--- config.mk ---
export PLATFORM = sky130hd
export DESIGN_NAME = priority_arb_n
export DESIGN_NICKNAME = d
export VERILOG_FILES = /design/src/rtl/priority_arb_pkg.sv /design/src/rtl/rotate_pick.sv /design/src/rtl/priority_arb_n.sv
export SDC_FILE = /design/constraint.sdc
export NUM_CORES = 1
export LEC_CHECK = 0
export CORE_AREA = 2 2 39 41
export DETAILED_ROUTE_END_ITERATION = 10
export DIE_AREA = 0 0 41 43
export PLACE_DENSITY = 0.64
export SYNTH_ARGS = -nofsm -noshare
export SYNTH_HDL_FRONTEND = slang
export SYNTH_SLANG_ARGS = --single-unit
export TNS_END_PERCENT = 30
--- constraint.sdc ---
create_clock -name i_clk -period 1.3 [get_ports i_clk]
set_input_delay 0.195 -clock i_clk [delete_from_list [all_inputs] [get_ports i_clk]]
set_output_delay 0.195 -clock i_clk [all_outputs]
set_load 0.02 [all_outputs]
--- src/rtl/priority_arb_pkg.sv ---
// Shared types and helpers for the registered N-input priority arbiter.
// Holds the FSM state encoding, the legal N range and the grant decoder.
package priority_arb_pkg;

  localparam int MIN_N = 2;
  localparam int MAX_N = 32;
  localparam int IDX_W = $clog2(MAX_N);

  typedef enum logic {
    IDLE  = 1'b0,
    GRANT = 1'b1
  } arb_state_t;

  // Decodes an index into a MAX_N-wide one-hot; callers truncate to their own N.
  function automatic logic [MAX_N-1:0] one_hot(input logic [IDX_W-1:0] idx);
    logic [MAX_N-1:0] base;
    base = {{(MAX_N-1){1'b0}}, 1'b1};
    return base << idx;
  endfunction

endpackage

--- src/rtl/rotate_pick.sv ---
// Combinational search over a request vector, starting at index start and walking
// downward with wrap from 0 to N-1; reports the first set bit found.
module rotate_pick #(
  parameter  int N = 4,
  localparam int W = $clog2(N)
) (
  input  logic [N-1:0] req,
  input  logic [W-1:0] start,
  output logic [W-1:0] idx,
  output logic         found
);

  logic [W-1:0] pos;

  // Scan from the farthest offset to the nearest so the nearest hit is written last.
  always_comb begin
    idx   = '0;
    found = 1'b0;
    pos   = '0;
    for (int off = N - 1; off >= 0; off--) begin
      if (off <= int'(start)) begin
        pos = start - W'(off);
      end else begin
        pos = start + W'(N - off);
      end
      if (req[pos]) begin
        idx   = pos;
        found = 1'b1;
      end
    end
  end

endmodule

--- src/rtl/priority_arb_n.sv ---
// Registered N-input arbiter: grants one requester and holds it until i_done, request drop
// or hold timeout. Define PRIORITY_ARB_RR_EN for round-robin; otherwise fixed highest-index-first.
module priority_arb_n
  import priority_arb_pkg::*;
#(
  parameter  int N        = 4,
  parameter  int MAX_HOLD = 0,
  localparam int W        = $clog2(N)
) (
  input  logic         i_clk,
  input  logic         i_rst_n,
  input  logic [N-1:0] i_req,
  input  logic         i_done,
  output logic [W-1:0] o_code,
  output logic [N-1:0] o_gnt,
  output logic         o_valid
);

  localparam int HW = (MAX_HOLD > 0) ? $clog2(MAX_HOLD + 1) : 1;

  if (N < MIN_N || N > MAX_N) begin : g_bad_n
    $error("priority_arb_n: N out of range");
  end

  arb_state_t    state;
  logic [HW-1:0] hold_cnt;
  logic [N-1:0]  pick_req;
  logic [N-1:0]  win_oh;
  logic [W-1:0]  start;
  logic [W-1:0]  win;
  logic          found;
  logic          timeout;
  logic          release_now;
  logic          arbitrate;

`ifdef PRIORITY_ARB_RR_EN
  logic [W-1:0] ptr;
  assign start = ptr;
`else
  assign start = W'(N - 1);
`endif

  // The current holder is masked out of the arbitration that replaces it.
  assign pick_req = (state == GRANT) ? (i_req & ~o_gnt) : i_req;

  rotate_pick #(
    .N(N)
  ) u_pick (
    .req   (pick_req),
    .start (start),
    .idx   (win),
    .found (found)
  );

  assign win_oh = N'(one_hot(IDX_W'(win)));

  // Timeout fires on the edge that completes the MAX_HOLD-th granted cycle.
  assign timeout     = (MAX_HOLD != 0) && ((hold_cnt + HW'(1)) == HW'(MAX_HOLD));
  assign release_now = i_done || ((i_req & o_gnt) == '0) || timeout;
  assign arbitrate   = (state == IDLE) || release_now;

  always_ff @(posedge i_clk) begin
    if (!i_rst_n) begin
      state    <= IDLE;
      o_valid  <= 1'b0;
      o_code   <= '0;
      o_gnt    <= '0;
      hold_cnt <= '0;
`ifdef PRIORITY_ARB_RR_EN
      ptr      <= W'(N - 1);
`endif
    end else if (arbitrate) begin
      if (found) begin
        state    <= GRANT;
        o_valid  <= 1'b1;
        o_code   <= win;
        o_gnt    <= win_oh;
        hold_cnt <= '0;
`ifdef PRIORITY_ARB_RR_EN
        ptr      <= (win == '0) ? W'(N - 1) : (win - W'(1));
`endif
      end else begin
        state   <= IDLE;
        o_valid <= 1'b0;
        o_code  <= '0;
        o_gnt   <= '0;
      end
    end else begin
      hold_cnt <= hold_cnt + HW'(1);
    end
  end

endmodule

== Yosys cells after proc, flatten, opt, wreduce, memory -nomap -nowiden ==
Cells that the tools add are included.

* Bitwise operators: 4
* Shift operators: 1
* Reduce and logical (&&, ||, !) cells: 3
* Multiplexer cells: 11

{| class="wikitable"
|+ Operators by type and width
! cell !! number
|-
| $and 4x4->4 || 2
|-
| $mux 4 || 2
|-
| $mux 1 || 6
|-
| $mux 2 || 3
|-
| $logic_not 4->1 || 1
|-
| $not 4->4 || 1
|-
| $shl 1x2->4 const A || 1
|-
| $logic_or 1x1->1 || 2
|-
| $not 1->1 || 1
|}

* Input port bits: 7
* Output and inout port bits: 7
* Logic and storage cells: 22
* Flip-flop bits (word level): 7

== Longest topological paths before layout ==
Gate-level depths: netlist (run 1).

* Depth after elaboration: 8
* Mapped depth: 5
* Gate-level depth less buffers: 4

== Cells and area by module ==
A second synthesis (run 1) with hierarchy kept.

* Cell total of the unflattened synthesis: 76
* Area, all modules: 624.3 um^2

{| class="wikitable"
|+ By module, submodules not included
! module !! times used !! area an instance (um^2) !! seq. area each (um^2) !! cells an instance
|-
| priority_arb_n || 1 || 357.8 || 140.1 || 38
|-
| rotate_pick || 1 || 266.5 || 0.0 || 38
|}

== Least setup slack after synthesis (run 1) ==
Ideal clock, no wire load.

* Path type: register to register
* From: reg o_gnt[2]
* To: reg o_code[0]
* Data arrival time: 1207 ps
* Required time: 1184 ps
* Cell stages (with the launch flop): 5
* Buffers on the path: 1
* Setup slack: -23 ps
* Library setup time: 116 ps
* Clock period less this slack: 1323 ps
* Cell sequence: dfxtp_1 > a22oi_1 > a211o_1 > buf_6 > o211a_1

* Longest elaborated chain between the ends: 6
* Elaborated cells on any way between the ends: 12
* Those cells by class: mux: 6; bitwise: 3; reduce/logical: 3

{| class="wikitable"
|+ RTL lines
! what !! RTL line !! source
|-
| start: declaration || priority_arb_n.sv:15 || <nowiki>output logic [N-1:0] o_gnt,</nowiki>
|-
| start signal: assignment || priority_arb_n.sv:77 || <nowiki>o_gnt <= win_oh;</nowiki>
|-
| $not 4->4 || priority_arb_n.sv:44 || <nowiki>assign pick_req = (state == GRANT) ? (i_req & ~o_gnt) : i_req;</nowiki>
|-
| $and 4x4->4 || priority_arb_n.sv:44 ||
|-
| $mux 4 || priority_arb_n.sv:44 ||
|-
| $mux 2 / $mux 1 (equally long branches) (2 in a row) || rotate_pick.sv:26 || <nowiki>if (req[pos]) begin</nowiki>
|-
| $mux 2 || priority_arb_n.sv:73 || <nowiki>if (found) begin</nowiki>
|-
| end signal: assignment || priority_arb_n.sv:76 || <nowiki>o_code <= win;</nowiki>
|-
| end: declaration || priority_arb_n.sv:14 || <nowiki>output logic [W-1:0] o_code,</nowiki>
|}

Parallel ways exist; a longest one is shown, timed or not.
A chain may end at the register's enable or synchronous reset.

== Worst setup path after layout (run 1) ==
* From: in i_req[0]
* To: reg o_gnt[2]

* Longest elaborated chain between the ends: 7
* Elaborated cells on any way between the ends: 11
* Those cells by class: mux: 6; bitwise: 2; reduce/logical: 3

{| class="wikitable"
|+ RTL lines
! what !! RTL line !! source
|-
| start: declaration || priority_arb_n.sv:12 || <nowiki>input logic [N-1:0] i_req,</nowiki>
|-
| $and 4x4->4 || priority_arb_n.sv:44 ||
|-
| $mux 4 || priority_arb_n.sv:44 ||
|-
| $mux 1 (4 in a row) || rotate_pick.sv:26 ||
|-
| $mux 4 || priority_arb_n.sv:73 ||
|}

Parallel ways exist; a longest one is shown, timed or not.

==> run metrics, run 1 <==
status=complete, no violations; Routed WL per cell=11.9 µm; Hold/Removal Path Class=reg -> reg; hold wc startpoint=o_code[0]; Layout area overhead=68.9%; total CTS buffers=3; clock skew=0.319 ps; Post-CTS Setup Inserts=0; peak supply drop=518 µV; Core Rows=14; crit path capture type=flop; area leader, netlist=dfxtp_1; relative slew slack=0.825; crit path max fanout=5; Post-Route WL=944 µm; largest net degree at the start of global routing=11; Tmin final=1260 ps; Final Max Slew Viols=0; Post-synth top cells=7 x dfxtp_1, 5 x nand2_1, 4 x nor2b_1, 3 x mux2i_1; routability cong.=0.745; Worst-Skew Late Latency=250 ps; register area=141 µm²; Post-Syn Instances=39; quantity of hold-fixing buffers added after cts=0; Setup TNS Final=0 ps; EDFF count, synth=0; total track usage=0.120; DR vias/cell=4.81; post-synth cell types=20; Post-synth top flop=dfxtp_1; Net Count, Synth=46; reg2reg end=o_gnt[2]; DPL Wire Length=647 µm; Worst Tran Pin Value=261 ps; met1 Resource Use GR=0.137; PwrDens=945 nW/µm²; final setup fails=0; fin crit share=0.970; Mean Syn Cell Area=9.18 µm²; DIE WIDTH=41 µm; clk sink count=7; diodes inserted=0; Final Non-Filler Cells=79; CTS H-Tree Depth=1; gr busiest metal=met2; most common cell in the netlist=dfxtp_1; critical path type=in -> reg; DP Cell Count=74; die footprint=1760 µm²; number of synthesized register bits=7; Max Cap Viol=0; total power=0.571 mW; drt first pass iters=4; setup slack, reg-to-reg=100 ps; Max Clock Freq=793 MHz; starting density of the core=0.259; multi-input logic area=235 µm²; Clock transition at path regs=50 ps; first-pass GRT wire length=1.34 mm; Hold Fails Final Rpt=0; # nets final=71; top cells by area, synth=dfxtp_1 39%, mux2i_1 8.4%, nor2b_1 7.0%, o211a_1 5.6%, nand2_1 5.2%; post-synthesis async set-or-reset flop share=0; Synth top area share=0.392; clock buffer depth=2; Ports=14; pre-CTS setup slack=-316 ps; CTS root buffer=clkbuf_4; met2 Use GR=0.175; share of layout cells above drive strength 1=0.270; Synth Cell Area=358 µm²; RR Startpoint=o_gnt[3]; required time of the critical path=1440 ps; chip height=43 µm; R2R cell count=4; met3 global-route usage=0.0314; Core Area=1380 µm²; DR iter-0 viols=3; Crit path arrival time=1400 ps; grt total ovfl=0; Seq/Total Area, Yosys=0.392; Ys Warns=0; Via Count=380; fillcell total=158; Hold EP=o_code[0]; post-route setup slack=39.5 ps; Port Buffers=13; Detail Route Antenna Nets=0; crit start category=input pin; CTS tree=yes; antenna violations before repair=0; Leakage=0.291 nW; vias in the first global route=338; DRC Markers=0; Hold Path Cell Cnt=1
-- repair_timing --
| item | CTS | global route |
|---|---|---|
| gates cloned | 0 | 1 |
| resized for setup | 8 | 5 |
| pin swaps | 0 | 1 |
| endpoints found under the setup margin | 14 | 7 |
-- registers in the layout (all words and copies together), names as in the netlist --
signal	count
o_gnt	4
o_code	2
state	1
-- cell families after synthesis --
group / count (synthesis) / synth area share
AND/OR/NAND/NOR: 16 / 0.241
multiplexers: 3 / 0.0839
buffers and inverters: 3 / 0.0525
AO/OA/AOI/OAI: 10 / 0.231
flip-flops: 7 / 0.392
-- per-stage QoR --
| step | hold WS, ps | util | area (µm²) |
|---|---|---|---|
| finish | 497 | 0.437 | 604 |
| global route | 509 | 0.437 | 604 |
| CTS | 500 | 0.411 | 569 |
| detailed placement | 488 | 0.398 | 551 |
| global placement | 494 | 0.398 | 551 |
| floorplan | 317 | - | 359 |
-- layout by cell type, fill, tap and decap left out, drive strengths merged --
master	instances
a211o	2
a21bo	1
a21boi	1
a22oi	2
a31oi	1
and2	1
and4b	1
buf	7
clkbuf	4
clkdlybuf4s50	6
dfxtp	7
dlygate4sd2	7
inv	2
mux2i	3
nand2	5
nand2b	1
nand3	1
nand3b	1
nor2	2
nor2b	4
o211a	2
o221ai	1
o22ai	1
-- how the worst max path moves through the flow --
stage | from | end | slack, ps | cells after the start
2_1_floorplan | o_gnt[3] | o_code[0] | 8 | 4
4_1_cts | i_req[2] | o_gnt[2] | 2 | 5
3_5_place_dp | i_req[2] | o_gnt[2] | -320 | 5
5_1_grt | state | state | -3 | 5
3_3_place_gp | i_req[2] | o_gnt[3] | -300 | 5
6_report | i_req[0] | o_gnt[2] | 40 | 5
-- worst max-delay path: stages --
cell and delay, ps:
clkdlybuf4s50_1 500, a22oi_2 100, a211o_4 380, mux2i_1 160, nor2b_1 60
-- power by group --
| part | internal, mW | total (mW) | leakage [nW] | switching (mW) |
|---|---|---|---|---|
| Clock | 0.117 | 0.194 | 0.0150 | 0.0768 |
| Combinational | 0.0726 | 0.137 | 0.218 | 0.0646 |
| Sequential | 0.229 | 0.240 | 0.0584 | 0.0114 |
-- per-layer routing --
layer / share of wire / up-vias
met3: 0.046 / 0
met5: 0 / -
met1: 0.47 / 177
met4: 0 / 0
li1: - / 191
met2: 0.48 / 12
-- layout make-up --
type,count,area share
flip-flops and latches,7,0.234
repair buffers,20,0.288
inverters,2,0.0124
well taps,16,0.0331
multi-input cells,30,0.389
clock buffers,4,0.0435
Power figures use the tool's default switching activity.
==> run 2: changes to the inputs <==
==> constraint.sdc (replaced) <==
create_clock -name i_clk -period 1.2 [get_ports i_clk]
set_input_delay 0.18 -clock i_clk [delete_from_list [all_inputs] [get_ports i_clk]]
set_output_delay 0.18 -clock i_clk [all_outputs]
set_load 0.02 [all_outputs]
==> run 2 against run 1 <==
Against the previous run:
- combinational power is 17% higher
- wire length is 8.4% higher
- highest routed layer is now met4
- cell area is 7.2% higher
- critical path type is now reg -> reg
- largest cell class unchanged
- critical endpoint is now o_gnt[0]
- die area stayed put
- sequential power is 8% higher
- first-iteration DRC count is 33% higher
==> run metrics, run 2 (synthesized netlist as in run 1, its figures left out) <==
Port Buffers=13 (unchanged); most common cell after layout, fill and taps aside=dlygate4sd2_1; chip height=43 µm (unchanged); # nets final=71 (unchanged); Hold EP=o_code[1] (was o_code[0]); clock skew=10.1 ps (was 0.319 ps); CTS H-Tree Depth=1 (unchanged); Routed WL per cell=12.9 µm (was 11.9 µm); Largest regs=o_gnt x4, o_code x2, state x1 (unchanged); share of layout cells above drive strength 1=0.397 (was 0.270); final core occ=0.468 (was 0.437); Leakage=0.308 nW (was 0.291 nW); peak supply drop=549 µV (was 518 µV); DIE WIDTH=41 µm (unchanged); required time of the critical path=1370 ps (was 1440 ps); drt first pass iters=4 (unchanged); total CTS buffers=3 (unchanged); final setup fails=0 (unchanged); Layout area overhead=81.1% (was 68.9%); clk sink count=7 (unchanged); Crit path arrival time=1340 ps (was 1400 ps); worst path cell trace=buf_6 > a21bo_4 > a31oi_4 > nand2_2 > o22ai_2 (was clkdlybuf4s50_1 > a22oi_2 > a211o_4 > mux2i_1 > nor2b_1); clock buffer depth=2 (unchanged); Worst-Skew Late Latency=260 ps (was 250 ps); Max Cap Viol=0 (unchanged); crit-path leading delay family=compound AO/OA/AOI/OAI gates (was buffers and inverters); setup slack, reg-to-reg=30 ps (was 100 ps); Ports=14 (unchanged); RR Startpoint=o_gnt[2] (was o_gnt[3]); hold wc startpoint=o_code[1] (was o_code[0]); Hold Fails Final Rpt=0 (unchanged); Post-CTS Setup Inserts=0 (unchanged); Post-Route WL=1.02 mm (was 944 µm); total track usage=0.117 (was 0.120); R2R cell count=5 (was 4); Detail Route Antenna Nets=0 (unchanged); CTS root buffer=clkbuf_4 (unchanged); DPL Wire Length=637 µm (was 647 µm); DR iter-0 viols=4 (was 3); routability cong.=0.689 (was 0.745); gr busiest metal=met2 (unchanged); Core Area=1380 µm² (unchanged); crit path max fanout=4 (was 5); relative slew slack=0.836 (was 0.825); fin crit share=0.976; Clock transition at path regs=60 ps (was 50 ps); diodes inserted=0 (unchanged); CP peak stage delay=350 ps (was 500 ps); largest net degree at the start of global routing=11 (unchanged); Reg with most FFs=o_gnt (unchanged); PwrDens=987 nW/µm² (was 945 nW/µm²); grt total ovfl=0 (unchanged); Worst Tran Pin Value=245 ps (was 261 ps); critical path type=reg -> reg (was in -> reg); crit start category=flop (was input pin); starting density of the core=0.259 (unchanged); Final Max Slew Viols=0 (unchanged); met2 Use GR=0.188 (was 0.175); RSZ-0062 raised after global routing=yes; Max Clock Freq=854 MHz; first-pass GRT wire length=1.39 mm (was 1.34 mm); Critical-path top delay cell=dfxtp_4 (was clkdlybuf4s50_1); Critical path buffers and inverters=1 (unchanged); vias in the first global route=357 (was 338); die footprint=1760 µm² (unchanged); Core Rows=14 (unchanged); Tmin final=1170 ps; commonest non-fill, non-tap cells in the layout=10 x dlygate4sd2_1, 6 x buf_4, 4 x nand2_1 (was 7 x dlygate4sd2_1, 7 x buf_4, 6 x clkdlybuf4s50_1, 6 x dfxtp_1, 5 x nand2_1); DRC Markers=0 (unchanged); CTS tree=yes (unchanged); met1 Resource Use GR=0.134 (was 0.137); Hold/Removal Path Class=reg -> reg (unchanged); crit path capture type=flop (unchanged); Via Count=383 (was 380); Hold Path Cell Cnt=1 (unchanged); status=complete, no violations (unchanged); Final Non-Filler Cells=79 (unchanged); reg2reg end=o_gnt[0] (was o_gnt[2]); DP Cell Count=74 (unchanged); met3 global-route usage=0.0314 (unchanged); DR vias/cell=4.85 (was 4.81); antenna violations before repair=0 (unchanged); max FFs per register=4 (unchanged); quantity of hold-fixing buffers added after cts=0 (unchanged)
-- run 2: cell count changes in the layout (fill, tap and decap cells not counted), moves of 2 or more --
cell,delta
dfxtp_2,+2
clkdlybuf4s50_1,-4
dfxtp_4,+2
dfxtp_1,-4
dlygate4sd2_1,+3
-- run 2: power by group --
group | switching, mW | internal [mW] | leakage (nW)
sequential | 0.0133 | 0.247 | 0.0602
combinational | 0.0780 | 0.0822 | 0.230
clock | 0.0971 | 0.122 | 0.0177
-- run 2: what timing repair did --
action | CTS | global route
gates resized for setup | 15 | 10
cloned | 0 | 1
pin swaps | 1 | 4
setup endpoints to repair | 14 | 8
hold endpoints to repair | 0 | 0
-- run 2: worst max-delay path by stage --
| stage | from | endpoint | slack (ps) | cells past startpoint |
|---|---|---|---|---|
| 3_5_place_dp | i_req[2] | o_gnt[2] | -410 | 5 |
| 6_report | o_gnt[2] | o_gnt[0] | 30 | 5 |
| 2_1_floorplan | o_gnt[2] | o_code[0] | 10 | 4 |
| 4_1_cts | o_gnt[2] | o_gnt[0] | -30 | 5 |
| 5_1_grt | o_gnt[2] | o_gnt[0] | -10 | 5 |
| 3_3_place_gp | i_req[2] | o_gnt[2] | -370 | 5 |
-- run 2: routing by layer --
layer	wire, µm	part of all wire	vias to the layer above
met5	0	0	-
met3	78	0.076	4
met1	483	0.47	170
li1	-	-	194
met2	446	0.44	15
met4	14	0.014	0
-- run 2: worst reg2reg max path, delay by kind of cell (launching register included) --
| kind | cells | cell delay (ps) |
|---|---|---|
| AO/OA/AOI/OAI | 3 | 550 |
| buffers and inverters | 1 | 110 |
| AND/OR/NAND/NOR | 1 | 70 |
| flip-flops | 1 | 350 |
-- run 2: metrics by stage --
| stage | total power, mW | hold slack, ps | setup TNS, ps | instance area (µm²) | setup slack, ps |
|---|---|---|---|---|---|
| detailed placement | 0.408 | 489 | -2680 | 561 | -407 |
| floorplan | 0.331 | 302 | 0 | 369 | 10.3 |
| global route | 0.673 | 527 | -19.8 | 648 | -14.4 |
| CTS | 0.618 | 503 | -35.3 | 589 | -30.3 |
| finish | 0.640 | 496 | 0 | 648 | 28.8 |
| global placement | 0.407 | 494 | -2500 | 561 | -369 |
-- run 2: layout make-up --
cell class	count	area [µm²]
Inverter	2	7.51
Multi-Input combinational cell	30	268
Sequential cell	7	151
Tap cell	16	20.0
Clock inverter	1	5.00
Clock buffer	3	22.5
Timing Repair Buffer	20	174
Fill cell	143	736
